$ cat config.mk
export PLATFORM = sky130hd
export DESIGN_NAME = mem_lsu
export DESIGN_NICKNAME = d
export VERILOG_FILES = /design/src/rtl/mem_lsu_pkg.sv /design/src/rtl/lsu_load_align.sv /design/src/rtl/mem_lsu.sv
export SDC_FILE = /design/constraint.sdc
export NUM_CORES = 1
export LEC_CHECK = 0
export CAP_MARGIN = 20
export CORE_ASPECT_RATIO = 0.6
export CORE_UTILIZATION = 29
export DETAILED_ROUTE_END_ITERATION = 10
export PLACE_DENSITY_LB_ADDON = 0.05
export SYNTH_ARGS = -nofsm -noshare
export SYNTH_HDL_FRONTEND = slang
export SYNTH_HIERARCHICAL = 1
export SYNTH_SLANG_ARGS = --single-unit
$ cat constraint.sdc
create_clock -name clk -period 2.6 [get_ports clk]
set_input_delay 0.52 -clock clk [delete_from_list [all_inputs] [get_ports clk]]
set_output_delay 0.52 -clock clk [all_outputs]
set_load 0.05 [all_outputs]
$ cat src/rtl/mem_lsu_pkg.sv
// Shared opcode and LSU type definitions for the memory-access stage.
// opcode_pkg holds the execute-stage op encoding; type_pkg holds bus widths and LSU payloads.
package opcode_pkg;

    typedef enum logic [4:0] {
        EX_NOP, EX_ADD, EX_SUB, EX_AND, EX_OR, EX_XOR, EX_SLL, EX_SRL,
        EX_SRA, EX_SLT, EX_SLTU, EX_LUI, EX_AUIPC, EX_BEQ, EX_BNE, EX_BLT,
        EX_BGE, EX_BLTU, EX_BGEU, EX_JAL, EX_JALR,
        EX_LB, EX_LH, EX_LW, EX_LBU, EX_LHU,
        EX_SB, EX_SH, EX_SW
    } ExCode;

    function automatic logic is_load(ExCode op);
        return op inside {EX_LB, EX_LH, EX_LW, EX_LBU, EX_LHU};
    endfunction

    function automatic logic is_store(ExCode op);
        return op inside {EX_SB, EX_SH, EX_SW};
    endfunction

    // Byte accesses can never be misaligned; halves need bit 0 clear, words need [1:0] clear.
    function automatic logic is_misaligned(ExCode op, logic [1:0] off);
        if (op inside {EX_LH, EX_LHU, EX_SH}) begin
            return off[0];
        end else if (op inside {EX_LW, EX_SW}) begin
            return off != 2'b00;
        end
        return 1'b0;
    endfunction

endpackage

package type_pkg;

    localparam int unsigned RegBusW     = 32;
    localparam int unsigned MemBusW     = 32;
    localparam int unsigned MemAddrBusW = 32;
    localparam int unsigned RegAddrW    = 5;
    localparam int unsigned BeW         = 4;
    localparam int unsigned OffW        = 2;

    typedef logic [RegBusW-1:0]     RegBus;
    typedef logic [MemBusW-1:0]     MemBus;
    typedef logic [MemAddrBusW-1:0] MemAddrBus;
    typedef logic [OffW-1:0]        ByteOff;

    typedef enum logic [1:0] {
        LSU_IDLE,
        LSU_REQ,
        LSU_RESP
    } LsuState;

    typedef struct packed {
        logic            we;
        MemAddrBus       addr;
        logic [BeW-1:0]  be;
        MemBus           wdata;
    } bus_req_t;

    typedef struct packed {
        logic                we;
        logic [RegAddrW-1:0] rd;
        RegBus               wdata;
        logic                misalign;
    } wb_beat_t;

endpackage

$ cat src/rtl/lsu_load_align.sv
// Load lane select and sign/zero extension from a raw bus word.
module lsu_load_align
    import opcode_pkg::*;
    import type_pkg::*;
(
    input  logic [MemBusW-1:0] rdata_i,
    input  logic [OffW-1:0]    offset_i,
    input  ExCode              ex_code_i,
    output logic [RegBusW-1:0] ld_data_c
);

    logic [7:0]  byte_sel;
    logic [15:0] half_sel;

    always_comb begin
        byte_sel  = rdata_i[{offset_i, 3'b000} +: 8];
        half_sel  = rdata_i[{offset_i[1], 4'b0000} +: 16];
        ld_data_c = rdata_i;
        case (ex_code_i)
            EX_LB:   ld_data_c = {{24{byte_sel[7]}}, byte_sel};
            EX_LBU:  ld_data_c = {24'h00_0000, byte_sel};
            EX_LH:   ld_data_c = {{16{half_sel[15]}}, half_sel};
            EX_LHU:  ld_data_c = {16'h0000, half_sel};
            default: ld_data_c = rdata_i;
        endcase
    end

endmodule

$ cat src/rtl/mem_lsu.sv
// Memory-access stage: runs the req/gnt/rvalid data bus transaction, steers store lanes,
// aligns load data and produces the single-cycle register write-back beat.
module mem_lsu
    import opcode_pkg::*;
    import type_pkg::*;
(
    input  logic                   clk,
    input  logic                   rst,
    input  logic                   valid_i,
    input  ExCode                  ex_code_i,
    input  logic [MemAddrBusW-1:0] mem_raddr_i,
    input  logic [MemAddrBusW-1:0] mem_waddr_i,
    input  logic [MemBusW-1:0]     mem_wdata_i,
    input  logic [RegBusW-1:0]     reg_wdata_i,
    input  logic [RegAddrW-1:0]    rd_addr_i,
    input  logic                   rd_we_i,
    output logic                   stall_o,
    output logic                   req_o,
    output logic                   we_o,
    output logic [MemAddrBusW-1:0] addr_o,
    output logic [BeW-1:0]         be_o,
    output logic [MemBusW-1:0]     wdata_o,
    input  logic                   gnt_i,
    input  logic                   rvalid_i,
    input  logic [MemBusW-1:0]     rdata_i,
    output logic                   wb_valid_o,
    output logic                   wb_we_o,
    output logic [RegAddrW-1:0]    wb_rd_o,
    output logic [RegBusW-1:0]     wb_wdata_o,
    output logic                   misalign_o
);

    LsuState             state_q, state_d;
    ExCode               op_q, op_d;
    ByteOff              off_q, off_d;
    logic [RegAddrW-1:0] rd_q, rd_d;
    logic                rd_we_q, rd_we_d;
    bus_req_t            bus_q, bus_d;
    logic                req_q, req_d;
    wb_beat_t            wb_q, wb_d;
    logic                wb_valid_q, wb_valid_d;

    logic                acc_load;
    logic                acc_store;
    logic                acc_mis;
    MemAddrBus           acc_addr;
    ByteOff              acc_off;
    logic [BeW-1:0]      st_be;
    MemBus               st_wdata;
    RegBus               ld_data_c;

    // Decode of the op presented by execute this cycle.
    always_comb begin
        acc_load  = is_load(ex_code_i);
        acc_store = is_store(ex_code_i);
        acc_addr  = acc_load ? mem_raddr_i : mem_waddr_i;
        acc_off   = acc_addr[1:0];
        acc_mis   = is_misaligned(ex_code_i, acc_off);
    end

    // Store byte-lane steering; loads request the full word.
    always_comb begin
        st_be    = 4'b1111;
        st_wdata = '0;
        case (ex_code_i)
            EX_SB: begin
                st_be    = 4'(4'b0001 << acc_off);
                st_wdata = {4{mem_wdata_i[7:0]}};
            end
            EX_SH: begin
                st_be    = acc_off[1] ? 4'b1100 : 4'b0011;
                st_wdata = {2{mem_wdata_i[15:0]}};
            end
            EX_SW: begin
                st_be    = 4'b1111;
                st_wdata = mem_wdata_i;
            end
            default: begin
                st_be    = 4'b1111;
                st_wdata = '0;
            end
        endcase
    end

    lsu_load_align u_load_align (
        .rdata_i   (rdata_i),
        .offset_i  (off_q),
        .ex_code_i (op_q),
        .ld_data_c (ld_data_c)
    );

    // Next-state and registered-output logic.
    always_comb begin
        state_d    = state_q;
        op_d       = op_q;
        off_d      = off_q;
        rd_d       = rd_q;
        rd_we_d    = rd_we_q;
        bus_d      = bus_q;
        req_d      = req_q;
        wb_d       = '0;
        wb_valid_d = 1'b0;

        case (state_q)
            LSU_IDLE: begin
                if (valid_i) begin
                    op_d    = ex_code_i;
                    off_d   = acc_off;
                    rd_d    = rd_addr_i;
                    rd_we_d = rd_we_i;
                    if (!(acc_load || acc_store)) begin
                        wb_valid_d = 1'b1;
                        wb_d.we    = rd_we_i;
                        wb_d.rd    = rd_addr_i;
                        wb_d.wdata = reg_wdata_i;
                    end else if (acc_mis) begin
                        wb_valid_d    = 1'b1;
                        wb_d.rd       = rd_addr_i;
                        wb_d.misalign = 1'b1;
                    end else begin
                        state_d     = LSU_REQ;
                        req_d       = 1'b1;
                        bus_d.we    = acc_store;
                        bus_d.addr  = {acc_addr[MemAddrBusW-1:2], 2'b00};
                        bus_d.be    = st_be;
                        bus_d.wdata = st_wdata;
                    end
                end
            end
            LSU_REQ: begin
                if (gnt_i) begin
                    req_d = 1'b0;
                    bus_d = '0;
                    if (is_store(op_q)) begin
                        state_d    = LSU_IDLE;
                        wb_valid_d = 1'b1;
                        wb_d.rd    = rd_q;
                    end else begin
                        state_d = LSU_RESP;
                    end
                end
            end
            LSU_RESP: begin
                if (rvalid_i) begin
                    state_d    = LSU_IDLE;
                    wb_valid_d = 1'b1;
                    wb_d.we    = rd_we_q;
                    wb_d.rd    = rd_q;
                    wb_d.wdata = ld_data_c;
                end
            end
            default: begin
                state_d = LSU_IDLE;
            end
        endcase
    end

    always_ff @(posedge clk) begin
        if (rst) begin
            state_q    <= LSU_IDLE;
            op_q       <= EX_NOP;
            off_q      <= '0;
            rd_q       <= '0;
            rd_we_q    <= 1'b0;
            bus_q      <= '0;
            req_q      <= 1'b0;
            wb_q       <= '0;
            wb_valid_q <= 1'b0;
        end else begin
            state_q    <= state_d;
            op_q       <= op_d;
            off_q      <= off_d;
            rd_q       <= rd_d;
            rd_we_q    <= rd_we_d;
            bus_q      <= bus_d;
            req_q      <= req_d;
            wb_q       <= wb_d;
            wb_valid_q <= wb_valid_d;
        end
    end

    // Stall must be combinational so the accepting cycle already holds upstream.
    assign stall_o = !rst && ((state_q != LSU_IDLE) ||
                              (valid_i && (acc_load || acc_store) && !acc_mis));

    assign req_o      = req_q;
    assign we_o       = bus_q.we;
    assign addr_o     = bus_q.addr;
    assign be_o       = bus_q.be;
    assign wdata_o    = bus_q.wdata;
    assign wb_valid_o = wb_valid_q;
    assign wb_we_o    = wb_q.we;
    assign wb_rd_o    = wb_q.rd;
    assign wb_wdata_o = wb_q.wdata;
    assign misalign_o = wb_q.misalign;

endmodule

==> After elaboration in Yosys (flattened, before gate mapping) <==
Cells that the tools add are included.
{ "totals": {"register_bits": 125, "elab_cells": 109} }
{ "op_classes": {"n_eq_ne": 22, "shift": 3, "mux": 46, "bitwise": 3, "reduce_logical": 20} }
{ "ops": {"columns": ["operator", "count"], "rows": [
  ["69-bit 2-to-1 mux", 4],
  ["69-bit one-hot mux with 2 select lines", 1],
  ["32-bit one-hot mux with 4 select lines", 1],
  ["32-bit one-hot mux with 3 select lines", 1],
  ["5-bit equality test (second input constant)", 15],
  ["32-bit 2-to-1 mux", 2],
  ["32-bit one-hot mux with 2 select lines", 1],
  ["39-bit 2-to-1 mux", 1],
  ["38-bit 2-to-1 mux", 1],
  ["32-bit by 6-bit variable part select with 16-bit output", 1],
  ["32-bit by 6-bit variable part select with 8-bit output", 1],
  ["5-bit 2-to-1 mux", 4],
  ["1-bit 2-to-1 mux", 17],
  ["5-bit one-hot mux with 3 select lines", 1],
  ["2-bit 2-to-1 mux", 6],
  ["2-bit inequality test (second input constant)", 5],
  ["5-bit AND reduction", 2],
  ["3-bit nonzero test", 3],
  ["4-bit one-hot mux with 2 select lines", 1],
  ["2-bit nonzero test", 4],
  ["2-bit one-hot mux with 3 select lines", 1],
  ["5-bit nonzero test", 1],
  ["4-bit 2-to-1 mux", 1],
  ["1-bit one-hot mux with 2 select lines", 2],
  ["11 further kinds", 17]
]} }

==> Depth between registers and ports, before layout <==
{ "depth": {"depth_word": 11, "ltp_mapped": 9, "mapped_depth_nobuf": 6} }

==> By module <==
Netlist, hierarchy kept.
{ "modules_own_cells": {"columns": ["mod", "instances", "cells_per_inst", "area_per_inst_um2", "seq_area_each_um2"], "rows": [
  ["mem_lsu", 1, 754, 6150.9, 2462.4],
  ["lsu_load_align", 1, 96, 779.5, 0.0]
]} }

==> Least setup slack after synthesis <==
Ideal clock, no wire load.
{ "synth_path": {"kind": "input port to output port", "startpoint": "input port ex_code_i[1]", "endpoint": "output port stall_o", "t_arrival_ps": 2641, "required_time_ps": 2080, "setup_slack_ps": -561, "stages": 9, "n_path_buf": 4, "cell_sequence": "buf_2 > nor3b_1 > o21ai_1 > a31o_1 > buf_2 > and3_1 > buf_6 > buf_4 > o22ai_1"} }
{ "synth_between": {"elab_chain_len": 11, "word_cells_on_any_way": 25} }
{ "synth_lines": {"columns": ["element", "line", "source"], "rows": [
  ["start: declaration", "mem_lsu.sv:10", "input ExCode ex_code_i,"],
  ["5-bit equality test, on equally long branches", "mem_lsu_pkg.sv:14, mem_lsu_pkg.sv:23, mem_lsu_pkg.sv:25", null],
  ["5-bit nonzero test", "mem_lsu_pkg.sv:14", "return op inside {EX_LB, EX_LH, EX_LW, EX_LBU, EX_LHU};"],
  ["32-bit 2-to-1 mux", "mem_lsu.sv:56", "acc_addr = acc_load ? mem_raddr_i : mem_waddr_i;"],
  ["2-bit nonzero test", "mem_lsu_pkg.sv:26", "return off != 2'b00;"],
  ["1-bit 2-to-1 mux", "mem_lsu_pkg.sv:25", "end else if (op inside {EX_LW, EX_SW}) begin"],
  ["1-bit 2-to-1 mux", "mem_lsu_pkg.sv:23", "if (op inside {EX_LH, EX_LHU, EX_SH}) begin"],
  ["1-bit 2-to-1 mux", "mem_lsu_pkg.sv:28", "return 1'b0;"],
  ["1-bit logical NOT", "mem_lsu.sv:184", "(valid_i && (acc_load || acc_store) && !acc_mis));"],
  ["1-bit logical AND (*)", "mem_lsu.sv:184", null],
  ["1-bit logical OR (*)", "mem_lsu.sv:183", "assign stall_o = !rst && ((state_q != LSU_IDLE) ||"],
  ["1-bit logical AND (*)", "mem_lsu.sv:183", null],
  ["end: declaration", "mem_lsu.sv:17", "output logic stall_o,"]
]} }
Mark *: on every way between the ends. The rest lies on a longest branch, timed or not. The select of a mux whose other input is x is not followed.

==> Worst setup path after layout <==
{ "layout_path": {"startpoint": "input port ex_code_i[3]", "endpoint": "output port stall_o"} }
Same word-level chain as after synthesis.

==> summary.md <==
| Metric | Value |
|---|---|
| Status | `completed` |
| Initial Util | `0.297` |
| Worst-path maximum fanout | `5` |
| Syn Inst Count | `850` |
| Vias in the first global route | `between 7000 and 8000` |
| Max-cap violations | `0` |
| Leakage | `4.20 nW` |
| Worst hold-check path type | `flop to flop` |
| Worst hold start | `rd_we_q$_SDFFE_PP0P_` |
| Sequential share of the synthesized area | `0.355` |
| Worst r2r src | `op_q[1]$_SDFFE_PP0P_` |
| Crit path required time | `2080 ps` |
| TritonRoute pass-1 iters | `7` |
| Synth async-reset ratio | `0` |
| Element type at the critical path start | `primary input` |
| Crit path kind | `primary input to primary output` |
| Setup Viol. Count Final | `0` |
| Hold Vio Cnt, Final | `0` |
| Count of buffers from port buffering | `284` |
| Worst hold slack | `454 ps` |
| RSZ-0062 raised after global routing | `false` |
| Slowest stage cell, crit path | `or4bb_1` |
| Residual DRC | `0` |
| Share of cells above drive strength 1 | `0.122` |
| Post-layout instance area | `11200 µm²` |
| CTS Hold Bufs | `0` |
| Gr usage total | `0.223` |
| Critical path endpoint category | `primary output` |
| Clk Latency, worst-skew pair | `420 ps` |
| Die X | `202 µm` |
| Total gr overflow | `0` |
| Initial DRC Count | `484` |
| H-tree depth | `4` |
| DR vias/cell | `5.26` |
| First-pass GRT wire length | `42100 µm` |
| Clock Skews | `roughly 7.4 ps` |
| Clock-pin slew on the worst setup and hold paths | `50 ps` |
| Nets | `1312` |
| EDFF count, synth | `0` |
| Fillers | `around 2200` |
| Top_reg_cell synth | `dfxtp_1` |
| Largest net degree at the start of global routing | `69` |
| Ys Warns | `6` |
| Antenna Cells | `0` |
| CTS sink cnt | `123` |
| Power per Cell Area | `roughly 530 nW/µm²` |
| Antenna violations before repair | `0` |
| Routed via count | `7705` |
| Clock buffer depth | `2` |
| Setup TNS | `0 ps` |
| Routability cong. | `0.869` |
| Clock root cell | `clkbuf_16` |
| Fin. max-slew vios | `0` |
| Placed instance area | `10500 µm²` |
| Crit path from | `ex_code_i[3]` |
| Synthesized cell area | `slightly below 7000 µm²` |
| Dpl hpwl | `20300 µm` |
| # rows | `43` |
| Distinct cell type count of the synthesized netlist | `between 60 and 70` |
| Worst-margin pin slew | `716 ps` |
| Synth-to-Final Area Change | `61.7%` |
| Syn_area_per_cell | `8.15 µm²` |
| Average wire per cell in the routed design | `19.2 µm` |
| CTS tree | `done` |
| Crit path DAT | `between 2000 and 2500 ps` |
| Pwr Total | `5.98 mW` |
| IO Count | `287` |
| CTS Buf Count | `17` |
| Worst vdd ir | `0.440 mV` |
| Core area | `23300 µm²` |
| Die Ht | `between 100 and 150 µm` |
| F_max | `0.396 GHz` |
| Die area | `24500 µm²` |
| Routed WL | `about 28000 µm` |
| Max incr delay on CP | `between 500 and 600 ps` |
| Rel. slew slack | `0.523` |
| Post-DRT Antenna Nets | `0` |
| Post-layout min period | `2530 ps` |
| Seq cells post-synth | `123` |
| Critical-path cell list | `clkdlybuf4s15_1 -> or4bb_1 -> o211a_4 -> nand2_1 -> and3_4 -> o22ai_4 -> buf_6` |
| Final worst-path cycle share | `0.971` |
[state kept, by name (all words and copies together), names as in the netlist, 2 cells and up]
name / flops
wb_wdata_o: 32
wdata_o: 32
addr_o: 30
op_q: 5
rd_q: 5
wb_rd_o: 5
be_o: 4
off_q: 2
state_q: 2
[cell families after synthesis]
kind of cell           after synthesis  share of synthesized area
AO/OA/AOI/OAI                      330                      0.332
AND/OR/NAND/NOR                    235                      0.158
flip-flops                         123                      0.355
buffers and inverters              103                     0.0666
multiplexers                        57                     0.0861
XOR/XNOR                             1                    0.00126
other                                1                   0.000541
[critical path: cells and delay by family]
family / cells / cell delay [ps]
simple gates: 3 / 830
compound gates: 2 / 230
buf+inv: 2 / 420
[metrics by stage]
stage,util,std cells,setup WS (ps)
floorplan,-,851,8.14
global placement,0.452,1430,-251
detailed placement,0.452,1430,-289
CTS,0.481,1464,53.3
global route,0.481,1464,4.71
finish,0.481,1464,74.6
[report_power, final]
group | internal, mW | switching, mW | total (mW)
registers | 1.96 | 0.0606 | 2.02
logic | 0.617 | 0.755 | 1.37
clock network | 1.70 | 0.880 | 2.58
total | 4.28 | 1.70 | 5.98
[worst paths after layout]
path	endpoint	slack [ps]	cells after the start
setup reg to reg	wb_wdata_o[7]$_SDFF_PP0_	430	6
hold / removal	rd_we_q$_SDFFE_PP0P_	450	2
hold reg to reg	rd_we_q$_SDFFE_PP0P_	450	2
setup / recovery	stall_o	70	7
[placed cells by master, fill, tap and decap left out, drive strengths merged, types with 4 or more instances in the layout]
cell type,count
clkdlybuf4s50,278
dfxtp,123
nand2,115
a21oi,86
buf,75
a32oi,66
nor2,55
a22oi,48
mux2i,48
o21ai,46
o31ai,30
clkbuf,25
a21o,17
and2,15
inv,12
nand4,10
nand2b,10
o211ai,9
mux2,8
a221o,8
or3b,6
nand3b,4
nor2b,4
bufinv,4
[cell type report]
class / count / area (µm²) / share of cell area
clock buffer: 25 / 495 / 0.0442
timing repair buffer: 357 / 3550 / 0.317
sequential: 123 / 2460 / 0.220
clock inverter: 7 / 135 / 0.0121
tap: 315 / 394 / 0.0352
multi-input combinational: 625 / 4120 / 0.368
inverter: 12 / 45.0 / 0.00402
[metal layers]
| layer | track usage | share of wire |
|---|---|---|
| met2 | 0.297 | 0.40 |
| met5 | 0 | 0 |
| met4 | 0.0502 | 0.0071 |
| met1 | 0.348 | 0.52 |
| met3 | 0.0524 | 0.070 |
[Yosys cell counts (2+ instances only)]
cell      instances  area [µm²]
nor4bb_1          2        20.0
o31ai_1          30         225
nand3b_1          4        30.0
mux2_2            8        90.1
buf_6             4        45.0
inv_1            12        45.0
mux2i_1          47         470
nand2_1         115         432
nor2b_1           4        25.0
o21ai_0          43         215
o21ai_1           2        10.0
nor3_1            2        10.0
o211ai_1          9        67.6
buf_2            24         120
a21o_1           17         128
o22ai_1           2        12.5
nand4_1          10        62.6
a21oi_1          86         430
dfxtp_1         123        2460
a32oi_1          66         578
nor2_1           55         206
buf_4             4        30.0
a221o_1           8        80.1
buf_1             6        22.5
nor3b_1           2        15.0
nand2b_1         10        62.6
or3b_2            5        43.8
and3_1            3        18.8
a211oi_1          2        15.0
a22oi_1          48         360
clkbuf_1         53         199
and2_1           15        93.8
[repair_timing]
item | in CTS | in global routing
pin swaps | 7 | 0
setup endpoints to repair | 1 | 1
resized for setup | 16 | 1
setup buffers | 2 | 0
(Power assumes the default switching activity.)
